### config.mk
export PLATFORM = sky130hd
export DESIGN_NAME = bin_7segment
export DESIGN_NICKNAME = d
export VERILOG_FILES = /design/src/rtl/bin_7segment.sv
export SDC_FILE = /design/constraint.sdc
export NUM_CORES = 1
export LEC_CHECK = 0
export CORE_AREA = 3 3 57 69
export DETAILED_ROUTE_END_ITERATION = 8
export DIE_AREA = 0 0 60 72
export PLACE_DENSITY_LB_ADDON = 0.3
export SYNTH_ARGS = -nofsm -noshare
export SYNTH_HDL_FRONTEND = slang
export SYNTH_SLANG_ARGS = --single-unit
### constraint.sdc
create_clock -name clk -period 1.9 [get_ports clk]
set_input_delay 0.285 -clock clk [delete_from_list [all_inputs] [get_ports clk]]
set_output_delay 0.285 -clock clk [all_outputs]
set_load 0.01 [all_outputs]
### src/rtl/bin_7segment.sv
// Scans a 16-bit value onto a 4-digit common-anode 7-segment display as hex digits.
// Latency: one cycle from `in` to seg/an. Backpressure: none; the display free-runs.
module bin_7segment #(
    parameter int unsigned DIGIT_CYCLES = 65536
) (
    input  logic        clk,
    input  logic        reset,
    input  logic [15:0] in,
    output logic [6:0]  seg,
    output logic [3:0]  an,
    output logic        dp
);

    localparam int unsigned CNT_W = $clog2(DIGIT_CYCLES);
    localparam logic [CNT_W-1:0] CNT_MAX = CNT_W'(DIGIT_CYCLES - 1);

    logic [CNT_W-1:0] presc_q, presc_d;
    logic [1:0]       idx_q, idx_d;
    logic [6:0]       seg_q, seg_d;
    logic [3:0]       an_q, an_d;
    logic             dp_q, dp_d;
    logic [3:0]       nibble;

    always_comb begin
        presc_d = presc_q + CNT_W'(1);
        idx_d   = idx_q;
        if (presc_q == CNT_MAX) begin
            presc_d = '0;
            idx_d   = idx_q + 2'd1;
        end
    end

    // Outputs are built from the index before it advances, so an and seg
    // always describe the same digit.
    always_comb begin
        nibble = in[3:0];
        an_d   = 4'b1110;
        case (idx_q)
            2'd0: begin nibble = in[3:0];   an_d = 4'b1110; end
            2'd1: begin nibble = in[7:4];   an_d = 4'b1101; end
            2'd2: begin nibble = in[11:8];  an_d = 4'b1011; end
            2'd3: begin nibble = in[15:12]; an_d = 4'b0111; end
            default: begin nibble = in[3:0]; an_d = 4'b1110; end
        endcase
    end

    always_comb begin
        seg_d = 7'b1111111;
        case (nibble)
            4'h0: seg_d = 7'b1000000;
            4'h1: seg_d = 7'b1111001;
            4'h2: seg_d = 7'b0100100;
            4'h3: seg_d = 7'b0110000;
            4'h4: seg_d = 7'b0011001;
            4'h5: seg_d = 7'b0010010;
            4'h6: seg_d = 7'b0000010;
            4'h7: seg_d = 7'b1111000;
            4'h8: seg_d = 7'b0000000;
            4'h9: seg_d = 7'b0010000;
            4'hA: seg_d = 7'b0001000;
            4'hB: seg_d = 7'b0000011;
            4'hC: seg_d = 7'b1000110;
            4'hD: seg_d = 7'b0100001;
            4'hE: seg_d = 7'b0000110;
            4'hF: seg_d = 7'b0001110;
            default: seg_d = 7'b1111111;
        endcase
    end

    assign dp_d = 1'b1;

    always_ff @(posedge clk) begin
        if (reset) begin
            presc_q <= '0;
            idx_q   <= 2'd0;
            seg_q   <= 7'b1111111;
            an_q    <= 4'b1111;
            dp_q    <= 1'b1;
        end else begin
            presc_q <= presc_d;
            idx_q   <= idx_d;
            seg_q   <= seg_d;
            an_q    <= an_d;
            dp_q    <= dp_d;
        end
    end

    assign seg = seg_q;
    assign an  = an_q;
    assign dp  = dp_q;

endmodule

Yosys cells after proc, flatten, opt, wreduce, memory -nomap -nowiden
Memory sizes are Yosys's and may differ from the RTL's. A register that Yosys moved wholly into a read port is not among the register bits.
Index checks and enable logic that the tools add are counted.
W data, S select, Z words.
{ "totals": {"out_inout_bits": 12, "input_bits": 18, "wordCells": 14, "register_bits": 22, "memories": 1, "romBits": 112} }
{ "op_classes": {"n_eq_ne": 4, "n_reduce_logical": 2, "mux": 2, "add_sub_neg": 2} }
{ "mem_list": {"columns": ["name", "depth", "word_bits", "rd", "rd_clocked_by_memory_dff", "write_ports", "line_no", "rtl"], "rows": [
  ["(no name shown)", 16, 7, 1, 1, 0, "49", "case (nibble)"]
]} }
{ "op_table": {"columns": ["op", "count"], "rows": [
  ["$pmux W4 S4", 2],
  ["$add A16 B1 Y16 const B", 1],
  ["$eq A16 B16 Y1 const B", 1],
  ["$eq A2 B2 Y1 const B", 2],
  ["$add A2 B1 Y2 const B", 1],
  ["$eq A2 B1 Y1 const B", 1],
  ["$logic_not A2 Y1", 1],
  ["$reduce_or A2 Y1", 1]
]} }

Depth between registers and ports, before layout
Gate-level depths: netlist of run 1.
{ "logic_depth": {"depth_word": 2, "depth_mapped": 8, "ltp_nobuf": 8} }

Worst setup path after synthesis of run 1
OpenSTA, ideal clock, no wires.
{ "synth_timing": {"path_kind": "register to register", "startpoint": "register idx_q[0]", "endpoint": "register seg_q[2], in the netlist seg[2]", "setup_slack_ps": -101, "required_ps": 1778, "path_buffers": 1, "stages_incl_launch_ff": 9, "setup_ps": 122, "t_arrival_ps": 1878, "period_less_slack_ps": 2001, "path_cell_list": "dfxtp_1 -> inv_1 -> ha_1 -> clkbuf_1 -> mux2_2 -> inv_1 -> ha_1 -> nor3_1 -> a311o_1"} }
{ "synth_between": {"elab_chain_len": 2, "elab_cells_between_ends": 5, "classes_between": "3 x eq/ne; 1 x mux; 1 x reduce/logical"} }
{ "synth_rtl": {"columns": ["element", "line_no", "rtl"], "rows": [
  ["start: declaration", "18", "logic [1:0] idx_q, idx_d;"],
  ["start signal: assignment", "81", "idx_q <= idx_d;"],
  ["$eq A2 B2 Y1, or another cell as far along", "38", "case (idx_q)"],
  ["$pmux W4 S4 *", "38", null],
  ["end: declaration", "19", "logic [6:0] seg_q, seg_d;"]
]} }
Every way passes the cells marked *; elsewhere a longest branch is shown, timed or not.
A chain may end at the register's enable or synchronous reset.

Worst setup path after layout of run 1
{ "layout_timing": {"startpoint": "register idx_q[0]", "endpoint": "register seg_q[3], in the netlist seg[3]"} }
Same word-level chain as after synthesis.

==> run_results.csv, run 1 <==
group,metric,value,unit
setup_path,reg2reg_from,"idx_q[0]$_SDFFE_PP0N_",
detailed_routing,num_vias,1411,
global_routing,grt_first_pass_wirelength,6617,um
setup_path,crit_type,"register to register",
logic_synthesis,avgSynthCellArea,9.384,um2
worst_hold_path,min_from,"presc_q[15]$_SDFF_PP0_",
run,max-cap-violations,0,
floorplan,dieArea,4320,um2
clock_tree,clk_pin_slew,0.07,ns
finish,nets,251,
sta,setup_viol,0,
detailed_routing,wl,4072,um
placed_design,gp_congestion,0.8116,
logic_synthesis,synth_seq_cells,29,
logic_synthesis,synth_area,1501,um2
global_routing,met1_usage,0.2196,
finish,area_growth,56.17,%
clock_tree,htreeDepth,2,
detailed_routing,wl_per_cell,15.66,um
placed_design,port-buffer-count,28,
clock_tree,cts_sinks,29,
global_routing,grt_overflow,0,
sta,finalMaxSlewViolations,0,
clock_tree,insertion_delay,0.29,ns
global_routing,antenna_found_initial,0,
power,ir_drop,0.0005030,V
finish,antenna_cells,0,
sta,rsz0062_at_grt,"true",
setup_path,critical_path.startpoint,"idx_q[0]$_SDFFE_PP0N_",
floorplan,dieWidth,60,um
detailed_routing,first_pass_iters,5,
setup_path,critPathCaptureType,"register",
clock_tree,root_buffer,"clkbuf_8",
power,power_switching,354.1,uW
setup_path,path_max_fanout,5,
setup_path,cp-start-kind,"register",
logic_synthesis,yosysTopAreaCell,"dfxtp_1",
power,clkPwrFrac,0.401,
logic_synthesis,syn_inst,160,
clock_tree,hold_buffers,0,
worst_hold_path,hold_path.class,"register to register",
detailed_routing,ant_nets,0,
detailed_routing,drt_iter0_markers,85,
logic_synthesis,synthDistinctLibCells,35,
logic_synthesis,ys_seq_area_frac,0.3867,
floorplan,core_area,3338,um2
logic_synthesis,synth_top_area_share,0.3867,
global_routing,grt_use_met2,0.3558,
global_routing,grtUsageTotal,0.2059,
logic_synthesis,synth_nets,189,
placed_design,dpl.cell_count,244,
setup_path,cp.required,2.07,ns
detailed_routing,viasPerCell,5.427,
finish,drive_above_1_share,0.3229,
setup_path,critPathArrivalTime,2.07,ns
power,power_frac_comb,0.156,
global_routing,top_usage_layer,"met2",
power,p_seq_frac,0.443,
sta,period_minus_slack,1.900,ns
global_routing,grtUsageMet3,0.05872,
power,p_leak,0.0009510,uW
sta,fin_setup_tns,0,ns
sta,period_share,0.9999,
logic_synthesis,ys_top_cells_by_area,"dfxtp_1 39%, ha_1 9.2%, mux2_2 5.2%",
placed_design,place_hpwl,2585,um
power,intPower,1080,uW
clock_tree,cts_made_buffers,5,
sta,max_freq,526.4,MHz
clock_tree,cts_tree,"built",
floorplan,num_rows,23,
finish,fin_cells,260,
logic_synthesis,async_flop_share,0,
sta,final.setup_skew,0.009691,ns
logic_synthesis,synth_edf_count,0,
logic_synthesis,yosysWarnings,0,
detailed_routing,drc_errors,0,
logic_synthesis,synth-main-ff-cell,"dfxtp_1",
global_routing,grt_pass1_vias,1463,
status,status,"finished, final reports clean",
sta,hold_violations,0,
floorplan,start_util,0.4498,
global_routing,grt_max_degree,21,
floorplan,fp.dieH,72,um
power,switching_share,0.2469,
power,p_per_area,611.6,nW/um2
floorplan,io_pins,30,
clock_tree,clockBufferDepth,2,
## area by class of cell
class | instances | area, um2
clock buffers | 7 | 96.34
flip-flops and latches | 29 | 588.1
well taps | 37 | 46.29
inverters | 13 | 56.30
fillers | 240 | 993.5
multi-input cells | 113 | 1012
repair buffers | 60 | 540.5
clock inverters | 1 | 5.005
## synth_stat cells (3+ instances only)
cell      instances
a222oi_1          4
a31oi_1           4
clkbuf_1          3
dfxtp_1          29
ha_1             11
inv_1            13
mux2_2            7
mux2i_1           6
nand2_1           6
nand2b_1          7
nand3_1           3
nand4_1           4
nor2_1           20
nor4_1            5
o21ai_0           4
xnor2_1           8
xor2_1            4
## sequential cells by signal (all words and copies together) (netlist names)
| signal | count |
|---|---|
| an | 4 |
| presc_q | 16 |
| idx_q | 2 |
| seg | 7 |
## power by group through the flow
stage	clock network (uW)	logic, uW	registers, uW
after floorplan	0	72.0	658
after global placement	0	177	650
after detailed placement	0	183	651
after CTS	588	193	635
after global routing	623	241	637
final	576	224	635
## metrics by stage
stage	instance area (um2)	utilization	total power (uW)	setup slack (ns)	hold slack (ns)
global placement	1998	0.5986	826.5	-0.1301	0.4905
CTS	2198	0.6585	1416	-0.02025	0.5200
floorplan	1506	-	730.1	0.0002491	0.4396
global route	2345	0.7024	1501	-0.1159	0.5381
detailed placement	1998	0.5986	834.6	-0.1959	0.5096
finish	2345	0.7024	1434	0.0002607	0.5174
## kinds of logic after synthesis
group / Yosys count / share of synthesized area
AOI/OAI and AO/OA: 22 / 0.1092
xor gates and xnor gates: 12 / 0.07000
muxes: 13 / 0.09250
and+or+nand+nor: 54 / 0.1975
buffers and inverters: 18 / 0.05000
other: 1 / 0.002498
DFF: 29 / 0.3867
adders and majority gates: 11 / 0.09167
## worst max-delay path, stage by stage, from the launching register on
cell and delay [ns]:
dfxtp_4 0.41, inv_4 0.05, buf_4 0.14, ha_4 0.17, mux2_4 0.34, buf_4 0.15, ha_4 0.26, inv_1 0.03
mux2i_1 0.16, a32oi_1 0.07
## placed cells by master, fill, tap and decap left out, types with 3 or more instances in the layout
cell type / n
nor4_1: 3
dfxtp_1: 27
xor2_1: 4
clkbuf_8: 7
nand2_1: 6
clkdlybuf4s50_1: 28
ha_4: 8
ha_1: 3
nand3_1: 3
a31oi_1: 4
nor4_4: 3
inv_4: 3
xnor2_1: 8
nand4_1: 4
mux2i_1: 6
nand2b_1: 7
nor2_1: 20
buf_4: 29
inv_1: 9
mux2_4: 5
a222oi_1: 4
## per-layer routing
metal | wire length [um] | share of wire
met1 | 1565 | 0.38
met2 | 2115 | 0.52
met3 | 253 | 0.062
met4 | 137 | 0.034
met5 | 0 | 0
## final timing paths
kind                       endpoint  slack [ns]  cells after the start
min          presc_q[15]$_SDFF_PP0_        0.52                      2
max               seg[3]$_SDFF_PP1_      0.0003                      9
max reg2reg       seg[3]$_SDFF_PP1_      0.0003                      9
min reg2reg  presc_q[15]$_SDFF_PP0_        0.52                      2
## what timing repair did
| action | in CTS | in global routing |
|---|---|---|
| setup endpoints to repair | 7 | 8 |
| pin swaps | 5 | 9 |
| buffers inserted | 3 | 5 |
| resized for setup | 20 | 22 |
Power figures use the tool's default switching activity.
==> run 2, diff against run 1 <==
==> constraint.sdc (replaced) <==
create_clock -name clk -period 1.6 [get_ports clk]
set_input_delay 0.24 -clock clk [delete_from_list [all_inputs] [get_ports clk]]
set_output_delay 0.24 -clock clk [all_outputs]
set_load 0.01 [all_outputs]
==> run_results.csv, run 2 (synthesis gave the netlist of run 1 again) <==
group,metric,value,unit
status,status,"finished, violations left",
status,violations,"negative setup slack",
power,intPower,1232,uW
clock_tree,clockBufferDepth,2,
power,clkPwrFrac,0.370,
run,max-cap-violations,0,
worst_hold_path,min_path_cells,1,
floorplan,dieArea,4320,um2
setup_path,reg2reg_to,"seg[0]$_SDFF_PP1_",
global_routing,grt_first_pass_wirelength,6230,um
setup_path,reg2reg_from,"idx_q[1]$_SDFFE_PP0N_",
finish,fin_cells,255,
clock_tree,hold_buffers,0,
power,switching_share,0.2388,
detailed_routing,num_vias,1440,
setup_path,cpPeakStageDelay,0.40,ns
detailed_routing,wl_per_cell,15.53,um
sta,hold_violations,0,
finish,nets,247,
finish,area_growth,57.67,%
sta,final.setup_skew,0.005054,ns
worst_hold_path,min_to,"presc_q[0]$_SDFF_PP0_",
power,p_leak,0.0009139,uW
clock_tree,insertion_delay,0.27,ns
global_routing,grt_max_degree,19,
global_routing,grt_pass1_vias,1459,
power,p_seq_frac,0.468,
power,p_per_area,683.4,nW/um2
setup_path,path_max_fanout,6,
placed_design,port-buffer-count,28,
setup_path,path_cells,"inv_4, ha_4, a222oi_1, mux2_4, inv_6, ha_4, nor4_2, a211oi_2",
worst_hold_path,min_from,"presc_q[0]$_SDFF_PP0_",
sta,max_freq,510.9,MHz
global_routing,grtUsageTotal,0.1862,
setup_path,crit_type,"register to register",
detailed_routing,ant_nets,0,
power,total_power,1618,uW
worst_hold_path,hold_path.class,"register to register",
floorplan,num_rows,23,
clock_tree,cts_tree,"built",
setup_path,critPathArrivalTime,2.11,ns
finish,mostFrequentLayoutCells,"28 x clkdlybuf4s50_1, 24 x buf_4, 20 x nor2_1, 20 x dfxtp_1, 10 x ha_4",
clock_tree,clk_pin_slew,0.06,ns
power,power_switching,386.4,uW
setup_path,cp-start-kind,"register",
clock_tree,root_buffer,"clkbuf_8",
floorplan,core_area,3338,um2
placed_design,place_hpwl,2599,um
finish,largest-register,"presc_q",
sta,setup_viol,7,
placed_design,gp_congestion,0.8044,
finish,drive_above_1_share,0.3670,
detailed_routing,wl,3961,um
clock_tree,htreeDepth,2,
sta,setup_ws,-0.3575,ns
floorplan,start_util,0.4498,
setup_path,cp.required,1.75,ns
setup_path,cp_slowest_cell,"dfxtp_4",
detailed_routing,drt_iter0_markers,106,
sta,finalMaxSlewViolations,0,
finish,layout_commonest_cell,"clkdlybuf4s50_1",
placed_design,dpl.cell_count,244,
clock_tree,cts_made_buffers,5,
floorplan,dieWidth,60,um
detailed_routing,first_pass_iters,4,
global_routing,antenna_found_initial,0,
finish,largest_reg_flops,16,
floorplan,io_pins,30,
global_routing,grt_overflow,0,
detailed_routing,viasPerCell,5.647,
setup_path,ff2ff_path_depth,8,
placed_design,pre_cts_slack,-0.3229,ns
floorplan,fp.dieH,72,um
sta,period_share,1.223,
power,ir_drop,0.0004656,V
power,power_frac_comb,0.162,
detailed_routing,drc_errors,0,
setup_path,crit_top_cell,"ha_4",
setup_path,critPathCaptureType,"register",
sta,rsz0062_at_grt,"true",
finish,antenna_cells,0,
setup_path,timing.reg2reg.setup_slack,-0.36,ns
clock_tree,cts_sinks,29,
sta,period_minus_slack,1.958,ns
==> run 2: cell count changes in the layout (fill, tap and decap cells not counted), moves of 2 or more <==
cell     previous run  this run
buf_4              29        24
dfxtp_1            27        20
dfxtp_2             0         5
dfxtp_4             2         4
ha_1                3         1
ha_4                8        10
nor4_2              0         2
nor4_4              3         1
==> run 2: critical path: cells and delay by family, from the launching register on <==
family / cells / cell delay, ns
simple gates: 1 / 0.25
flops: 1 / 0.40
fa+ha+maj: 2 / 0.35
mux: 1 / 0.31
buf+inv: 2 / 0.11
compound gates: 2 / 0.41
==> run 2: layout make-up <==
| cell class | instances | area (um2) |
|---|---|---|
| Multi-Input combinational cell | 113 | 1057 |
| Fill cell | 239 | 970.9 |
| Sequential cell | 29 | 601.8 |
| Timing Repair Buffer | 56 | 514.2 |
| Clock buffer | 7 | 86.33 |
| Inverter | 13 | 61.31 |
| Tap cell | 37 | 46.29 |
==> run 2: layer usage <==
metal,vias to the layer above,track usage,wire [um]
li1,678,-,-
met1,688,0.1768,1448
met2,61,0.3546,2101
met3,13,0.05872,304
met4,0,0.07389,106
met5,-,0,0
==> run 2: worst max-delay path by stage <==
stage / from / to / slack [ns] / cells after the start
after floorplan: idx_q[1]$_SDFFE_PP0N_ / seg[4]$_SDFF_PP1_ / -0.09 / 8
after global placement: in[12] / seg[3]$_SDFF_PP1_ / -0.30 / 7
after detailed placement: in[12] / seg[0]$_SDFF_PP1_ / -0.32 / 7
after CTS: idx_q[1]$_SDFFE_PP0N_ / seg[3]$_SDFF_PP1_ / -0.21 / 8
after global routing: idx_q[1]$_SDFFE_PP0N_ / seg[0]$_SDFF_PP1_ / -0.43 / 8
final: idx_q[1]$_SDFFE_PP0N_ / seg[0]$_SDFF_PP1_ / -0.36 / 8
==> run 2: stage by stage <==
step                      TNS [ns]  area (um2)  hold WS (ns)  utilization
after CTS                   -1.308        2250        0.4728       0.6739
after detailed placement    -2.021        2118        0.4645       0.6346
after global routing        -2.752        2367        0.4685       0.7091
final                       -2.009        2367        0.4533       0.7091
after global placement      -1.920        2118        0.4535       0.6346
after floorplan            -0.5188        1635        0.4130            -
==> run 2: power groups by stage <==
stage / clock [uW] / combinational, uW / sequential (uW)
after floorplan: 0 / 95.0 / 781
final: 599 / 263 / 756
after CTS: 629 / 231 / 757
after global routing: 658 / 283 / 758
after detailed placement: 0 / 220 / 773
after global placement: 0 / 216 / 772
==> run 2: what timing repair did <==
action	in CTS	in global routing
resized for setup	7	20
buffers inserted	2	2
endpoints found under the setup margin	7	18
pin swaps	4	7
